### config.mk
export PLATFORM = sky130hd
export DESIGN_NAME = speicher_zugriff
export DESIGN_NICKNAME = d
export VERILOG_FILES = /design/src/rtl/speicher_zugriff.sv
export SDC_FILE = /design/constraint.sdc
export NUM_CORES = 1
export LEC_CHECK = 0
export ABC_AREA = 0
export BUFFER_PORTS_ARGS = -buffer_cell sky130_fd_sc_hd__buf_2
export CAP_MARGIN = 10
export CELL_PAD_IN_SITES_DETAIL_PLACEMENT = 0
export CELL_PAD_IN_SITES_GLOBAL_PLACEMENT = 1
export CORE_MARGIN = 5
export CORE_UTILIZATION = 25
export CTS_CLUSTER_SIZE = 10
export DETAILED_ROUTE_END_ITERATION = 12
export PLACE_DENSITY_LB_ADDON = 0.05
export SETUP_SLACK_MARGIN = 0.2
export SKIP_CTS_REPAIR_TIMING = 1
export SLEW_MARGIN = 15
export SYNTH_ARGS = -nofsm -noshare
export SYNTH_HDL_FRONTEND = slang
export SYNTH_SLANG_ARGS = --single-unit
export TNS_END_PERCENT = 5
### constraint.sdc
create_clock -name Clock -period 3.08 [get_ports Clock]
set_input_delay 0.462 -clock Clock [delete_from_list [all_inputs] [get_ports Clock]]
set_output_delay 0.462 -clock Clock [all_outputs]
set_load 0.05 [all_outputs]
### src/rtl/speicher_zugriff.sv
// Load/store unit: byte/half/word access to a word RAM, sub-word stores as read-modify-write.
// Latency (zero-wait RAM, edges after accept): word access 3, sub-word store 5, accept error 1.
// Backpressure: one access in flight; Start is ignored while busy and in the Fertig cycle.
module speicher_zugriff #(
  parameter int WORDSIZE = 32,
  parameter int WORDS    = 32,
  parameter int TIMEOUT  = 16
) (
  input  logic                Clock,
  input  logic                Reset,
  input  logic                Start,
  input  logic                Schreiben,
  input  logic [1:0]          Breite,
  input  logic                Vorzeichen,
  input  logic [WORDSIZE-1:0] CpuAdresse,
  input  logic [WORDSIZE-1:0] CpuDatenRein,
  output logic [WORDSIZE-1:0] CpuDatenRaus,
  output logic                Fertig,
  output logic                Fehler,
  output logic                Beschaeftigt,
  output logic                RamLesenAn,
  output logic                RamSchreibenAn,
  output logic [WORDSIZE-1:0] RamAdresse,
  output logic [WORDSIZE-1:0] RamDatenRein,
  input  logic [WORDSIZE-1:0] RamDatenRaus,
  input  logic                RamDatenBereit,
  input  logic                RamDatenGeschrieben
);

  // Width of the acknowledge wait counter; it must hold TIMEOUT-1.
  localparam int CW = (TIMEOUT > 1) ? $clog2(TIMEOUT) : 1;
  localparam logic [CW-1:0]       LP_LETZTER = CW'(TIMEOUT - 1);
  localparam logic [WORDSIZE-1:0] LP_WORDS   = WORDSIZE'(WORDS);

  localparam logic [1:0] BR_BYTE = 2'b00;
  localparam logic [1:0] BR_HALB = 2'b01;
  localparam logic [1:0] BR_WORT = 2'b10;

  typedef enum logic [2:0] {
    S_IDLE,
    S_LESEN,
    S_LESEN_WARTEN,
    S_SCHREIBEN,
    S_SCHREIBEN_WARTEN,
    S_ENDE
  } state_t;

  state_t r_state;

  // Request latched at accept; only the bits used later are kept.
  logic                r_schreiben;
  logic [1:0]          r_breite;
  logic                r_vorzeichen;
  logic [1:0]          r_lane;
  logic [15:0]         r_daten;
  logic                r_fehler_int;
  logic [WORDSIZE-1:0] r_ergebnis;
  logic [CW-1:0]       r_warten;

  // Registered outputs.
  logic [WORDSIZE-1:0] r_daten_raus;
  logic                r_fertig;
  logic                r_fehler;
  logic                r_busy;
  logic                r_ram_lesen;
  logic                r_ram_schreiben;
  logic [WORDSIZE-1:0] r_ram_adresse;
  logic [WORDSIZE-1:0] r_ram_daten;

  // Accept-time checks on the raw request.
  logic                w_fehlausrichtung;
  logic                w_ausser_bereich;
  logic [WORDSIZE-1:0] w_wortadresse;

  // Lane extraction/merge on the RAM read word.
  logic [7:0]          w_byte;
  logic [15:0]         w_halb;
  logic [WORDSIZE-1:0] w_geladen;
  logic [WORDSIZE-1:0] w_gemischt;

  assign w_wortadresse = {2'b00, CpuAdresse[WORDSIZE-1:2]};

  // Classify the incoming request: illegal width, misalignment, or beyond the RAM depth.
  always_comb begin
    w_fehlausrichtung = 1'b0;
    case (Breite)
      BR_BYTE: w_fehlausrichtung = 1'b0;
      BR_HALB: w_fehlausrichtung = CpuAdresse[0];
      BR_WORT: w_fehlausrichtung = (CpuAdresse[1:0] != 2'b00);
      default: w_fehlausrichtung = 1'b1;
    endcase
    w_ausser_bereich = (w_wortadresse >= LP_WORDS);
  end

  // Select the addressed lane of the read word and sign- or zero-extend it.
  always_comb begin
    w_byte = RamDatenRaus[7:0];
    case (r_lane)
      2'd0:    w_byte = RamDatenRaus[7:0];
      2'd1:    w_byte = RamDatenRaus[15:8];
      2'd2:    w_byte = RamDatenRaus[23:16];
      default: w_byte = RamDatenRaus[31:24];
    endcase
    w_halb    = r_lane[1] ? RamDatenRaus[31:16] : RamDatenRaus[15:0];
    w_geladen = RamDatenRaus;
    case (r_breite)
      BR_BYTE: w_geladen = {{24{r_vorzeichen & w_byte[7]}}, w_byte};
      BR_HALB: w_geladen = {{16{r_vorzeichen & w_halb[15]}}, w_halb};
      default: w_geladen = RamDatenRaus;
    endcase
  end

  // Overlay the stored byte/half onto the word just read, leaving the other lanes intact.
  always_comb begin
    w_gemischt = RamDatenRaus;
    if (r_breite == BR_BYTE) begin
      case (r_lane)
        2'd0:    w_gemischt[7:0]   = r_daten[7:0];
        2'd1:    w_gemischt[15:8]  = r_daten[7:0];
        2'd2:    w_gemischt[23:16] = r_daten[7:0];
        default: w_gemischt[31:24] = r_daten[7:0];
      endcase
    end else if (r_breite == BR_HALB) begin
      if (r_lane[1]) begin
        w_gemischt[31:16] = r_daten;
      end else begin
        w_gemischt[15:0] = r_daten;
      end
    end
  end

  // Access sequencer; strobes, Fertig and the load result are one-cycle registered pulses.
  always_ff @(posedge Clock) begin
    if (Reset) begin
      r_state         <= S_IDLE;
      r_schreiben     <= 1'b0;
      r_breite        <= 2'b00;
      r_vorzeichen    <= 1'b0;
      r_lane          <= 2'b00;
      r_daten         <= '0;
      r_fehler_int    <= 1'b0;
      r_ergebnis      <= '0;
      r_warten        <= '0;
      r_daten_raus    <= '0;
      r_fertig        <= 1'b0;
      r_fehler        <= 1'b0;
      r_busy          <= 1'b0;
      r_ram_lesen     <= 1'b0;
      r_ram_schreiben <= 1'b0;
      r_ram_adresse   <= '0;
      r_ram_daten     <= '0;
    end else begin
      r_fertig        <= 1'b0;
      r_fehler        <= 1'b0;
      r_daten_raus    <= '0;
      r_ram_lesen     <= 1'b0;
      r_ram_schreiben <= 1'b0;

      case (r_state)
        S_IDLE: begin
          // The Fertig cycle is spent in IDLE; a new request is taken one cycle later.
          if (Start && !r_fertig) begin
            r_schreiben  <= Schreiben;
            r_breite     <= Breite;
            r_vorzeichen <= Vorzeichen;
            r_lane       <= CpuAdresse[1:0];
            r_daten      <= CpuDatenRein[15:0];
            r_ergebnis   <= '0;
            r_busy       <= 1'b1;
            if (w_fehlausrichtung || w_ausser_bereich) begin
              r_fehler_int <= 1'b1;
              r_state      <= S_ENDE;
            end else begin
              r_fehler_int  <= 1'b0;
              r_ram_adresse <= w_wortadresse;
              if (Schreiben && (Breite == BR_WORT)) begin
                r_ram_schreiben <= 1'b1;
                r_ram_daten     <= CpuDatenRein;
                r_state         <= S_SCHREIBEN;
              end else begin
                r_ram_lesen <= 1'b1;
                r_state     <= S_LESEN;
              end
            end
          end
        end

        S_LESEN: begin
          r_warten <= '0;
          r_state  <= S_LESEN_WARTEN;
        end

        S_LESEN_WARTEN: begin
          if (RamDatenBereit) begin
            if (r_schreiben) begin
              r_ram_daten     <= w_gemischt;
              r_ram_schreiben <= 1'b1;
              r_state         <= S_SCHREIBEN;
            end else begin
              r_ergebnis <= w_geladen;
              r_state    <= S_ENDE;
            end
          end else if (r_warten == LP_LETZTER) begin
            r_fehler_int <= 1'b1;
            r_state      <= S_ENDE;
          end else begin
            r_warten <= r_warten + CW'(1);
          end
        end

        S_SCHREIBEN: begin
          r_warten <= '0;
          r_state  <= S_SCHREIBEN_WARTEN;
        end

        S_SCHREIBEN_WARTEN: begin
          if (RamDatenGeschrieben) begin
            r_state <= S_ENDE;
          end else if (r_warten == LP_LETZTER) begin
            r_fehler_int <= 1'b1;
            r_state      <= S_ENDE;
          end else begin
            r_warten <= r_warten + CW'(1);
          end
        end

        S_ENDE: begin
          r_fertig     <= 1'b1;
          r_fehler     <= r_fehler_int;
          r_daten_raus <= (r_fehler_int || r_schreiben) ? '0 : r_ergebnis;
          r_busy       <= 1'b0;
          r_state      <= S_IDLE;
        end

        default: begin
          r_busy  <= 1'b0;
          r_state <= S_IDLE;
        end
      endcase
    end
  end

  assign CpuDatenRaus   = r_daten_raus;
  assign Fertig         = r_fertig;
  assign Fehler         = r_fehler;
  assign Beschaeftigt   = r_busy;
  assign RamLesenAn     = r_ram_lesen;
  assign RamSchreibenAn = r_ram_schreiben;
  assign RamAdresse     = r_ram_adresse;
  assign RamDatenRein   = r_ram_daten;

endmodule

==> flow_metrics.env <==
export IMPL_rsz0062_at_grt="false"
export IMPL_gp_congestion=0.740
export IMPL_wl_per_cell_um=18.7
export IMPL_final_nets=1088
export IMPL_synthFlopType="dfxtp_1"
export IMPL_antenna_found_initial=3
export IMPL_p_total_mw=5.85
export IMPL_fin_crit_sh_pct=82.5
export IMPL_fin_hold_ws_ps=263
export IMPL_drt_iter0_drc=427
export IMPL_start_kind="flip-flop"
export IMPL_layout_common_cells="buf_2 (202), dfxtp_1 (161), nand2_1 (103), nor2_1 (64), a21oi_1 (45)"
export IMPL_start_util_pct=25.3
export IMPL_skew_ps=15.0
export IMPL_area_delta_synth_final_pct=28.2
export IMPL_cp_end_kind="flip-flop"
export IMPL_slew_headroom_pct=37.1
export IMPL_cts_sinks=161
export IMPL_clock_latency_ps=430
export IMPL_finalCriticalPeriod_ps=2540
export IMPL_core_area_sq_um=27900
export IMPL_drt_first_pass_iters=4
export IMPL_ys_seq_area_share_pct=45.7
export IMPL_fp_dieW_um=178
export IMPL_wirelength_mm=25.7
export IMPL_vias=6324
export IMPL_path_common_cell="buf_4"
export IMPL_drive_gt1_share_pct=28.5
export IMPL_cp_cell_sequence="nor3b_2 > buf_4 > and3_1 > a31oi_4 > buf_4 > mux2i_1"
export IMPL_synth_area_sq_um=7050
export IMPL_clockBufferDepth=2
export IMPL_num_rows=61
export IMPL_setup_viol=0
export IMPL_ys_top_cells_by_area="dfxtp_1 (46%), nand2_1 (5.5%), mux2i_1 (4.1%)"
export IMPL_fmax_mhz=394
export IMPL_first_global_vias=6312
export IMPL_grt_max_degree=106
export IMPL_crit_path_max_incr_delay_ps=650
export IMPL_gr_total_overflow=0
export IMPL_cap_violations=0
export IMPL_avgSynthCellArea_sq_um=8.78
export IMPL_critPathBufInv=2
export IMPL_die_area_sq_um=31700
export IMPL_grt_usage_pct=16.0
export IMPL_grt_pass1_wl_mm=38.7
export IMPL_diodes=0
export IMPL_drcViolationCount=0
export IMPL_fin_ws_ps=539
export IMPL_slowest_stage="dfxtp_1"
export IMPL_ant_nets=0
export IMPL_worst_pin_slew_ps=934
export IMPL_synth_edf_count=0
export IMPL_status="finished clean"
export IMPL_tns_ps=0
export IMPL_worstPathMaxFanout=24
export IMPL_ir_worst_vdd_uv=291
export IMPL_port_buffers=203
export IMPL_synth_top_area_share_pct=45.7
export IMPL_cts_tree="done"
export IMPL_leakagePower_nw=3.97
export IMPL_hold_viol_final=0
export IMPL_vias_per_cell=4.61
export IMPL_ys_async_sr_fraction_pct=0
export IMPL_crit_family="buffers and inverters"
export IMPL_path_class="flip-flop to flip-flop"
export IMPL_cp_required_ps=3440
export IMPL_layout_commonest_cell="buf_2"
export IMPL_synth_ff_latch_count=161
export IMPL_htreeDepth=4
export IMPL_critPathArrivalTime_ps=2900
export IMPL_finalMaxSlewViolations=0
export IMPL_yosysWarnings=0
export IMPL_cts_root_buf="clkbuf_16"
export IMPL_synthCells=803
export IMPL_final_core_util_pct=32.5
export IMPL_cts_made_buffers=17
export IMPL_synth_cell_types=50
export IMPL_io_pins=206
export IMPL_clkSlewWorstSetupHoldPaths_ps=80
export IMPL_hp_class="input pin to flip-flop"
export IMPL_post_place_ws_ps=433
export IMPL_p_per_area_nw_per_um2=646
export IMPL_die_y_um=178
export IMPL_hpwl_mm=18.8
export IMPL_yosysTopAreaCell="dfxtp_1"
[routing by layer]
metal / global-route usage (%) / routed length [um] / up-vias / share of wire, %
li1: - / - / 3186 / -
met1: 21.8 / 12300 / 2954 / 48
met2: 25.4 / 11700 / 160 / 45
met3: 4.47 / 1420 / 18 / 5.6
met4: 3.16 / 239 / 6 / 0.93
met5: 0 / 33 / - / 0.13
[power by group]
part           total [mW]  switching, mW  internal [mW]
Combinational        1.38          0.907          0.474
Clock                2.13           1.03           1.10
Sequential           2.34          0.150           2.19
[stage by stage]
| step | cell area, sq um | cells |
|---|---|---|
| floorplan | 7060 | 804 |
| global placement | 8470 | 1341 |
| detailed placement | 8470 | 1341 |
| CTS | 9040 | 1373 |
| global route | 9040 | 1373 |
| finish | 9040 | 1373 |
[path summary, 6_finish.rpt]
check                                        end           from  cells after the start  slack, ps
worst min register to register     r_ergebnis[0]  r_ergebnis[0]                      2        450
worst max-delay path            RamDatenRein[18]     r_state[2]                      6        540
worst min-delay path               RamAdresse[4]  CpuAdresse[6]                      3        260
worst max register to register  RamDatenRein[18]     r_state[2]                      6        540
[state kept, by name, summed over array words and instances, names as in the netlist]
register / flops
r_daten: 16
Beschaeftigt: 1
RamDatenRein: 32
r_lane: 2
r_schreiben: 1
r_ergebnis: 32
RamSchreibenAn: 1
CpuDatenRaus: 32
RamAdresse: 30
Fertig: 1
r_vorzeichen: 1
r_fehler_int: 1
r_warten: 4
Fehler: 1
r_state: 3
r_breite: 2
RamLesenAn: 1
[cell families (layout without fill, tap and decap cells)]
family                   after synthesis  in the layout  synth area share, %
AO/OA/AOI/OAI                        161            161                 16.2
XOR/XNOR                               1              1                0.124
adder cells (fa/ha/maj)                1              1                0.177
buffers and inverters                 84            275                 5.18
flip-flops                           161            161                 45.7
multiplexers                          46             46                 6.99
other                                  1              2               0.0532
AND/OR/NAND/NOR                      348            348                 25.5
[tightest hold or removal path, cell delays in order]
cell,delay [ps]
buf_2,70
mux2i_1,50
nor2_1,70
[final cells by class]
cell class	count	area (sq um)
inverters	17	63.8
repair buffers	226	1220
clock buffers	18	439
fillers	3012	18800
well taps	378	473
multi-input cells	559	3500
flip-flops and latches	161	3220
clock inverters	14	130
[synth_stat cells, types with 2 or more instances]
| cell type | number |
|---|---|
| buf_4 | 2 |
| o2111ai_1 | 2 |
| buf_2 | 10 |
| clkbuf_1 | 46 |
| or3_1 | 5 |
| nor2b_1 | 17 |
| nor4b_1 | 3 |
| o221ai_1 | 13 |
| nand2_1 | 103 |
| nor2_1 | 64 |
| nand3_1 | 22 |
| and2_1 | 34 |
| o22ai_1 | 4 |
| a221o_1 | 16 |
| a32o_1 | 8 |
| nor4bb_1 | 2 |
| a31oi_1 | 16 |
| nor4_1 | 6 |
| buf_6 | 4 |
| nand2b_1 | 44 |
| nor3_1 | 12 |
| nor3b_1 | 28 |
| a211o_1 | 3 |
| a311o_1 | 16 |
| a221oi_1 | 8 |
| inv_1 | 17 |
| o21ai_0 | 24 |
| dfxtp_1 | 161 |
| mux2i_1 | 29 |
| a21oi_1 | 45 |
| buf_1 | 5 |
| mux2_2 | 16 |
Note: power is estimated with default switching activity, not from simulation.
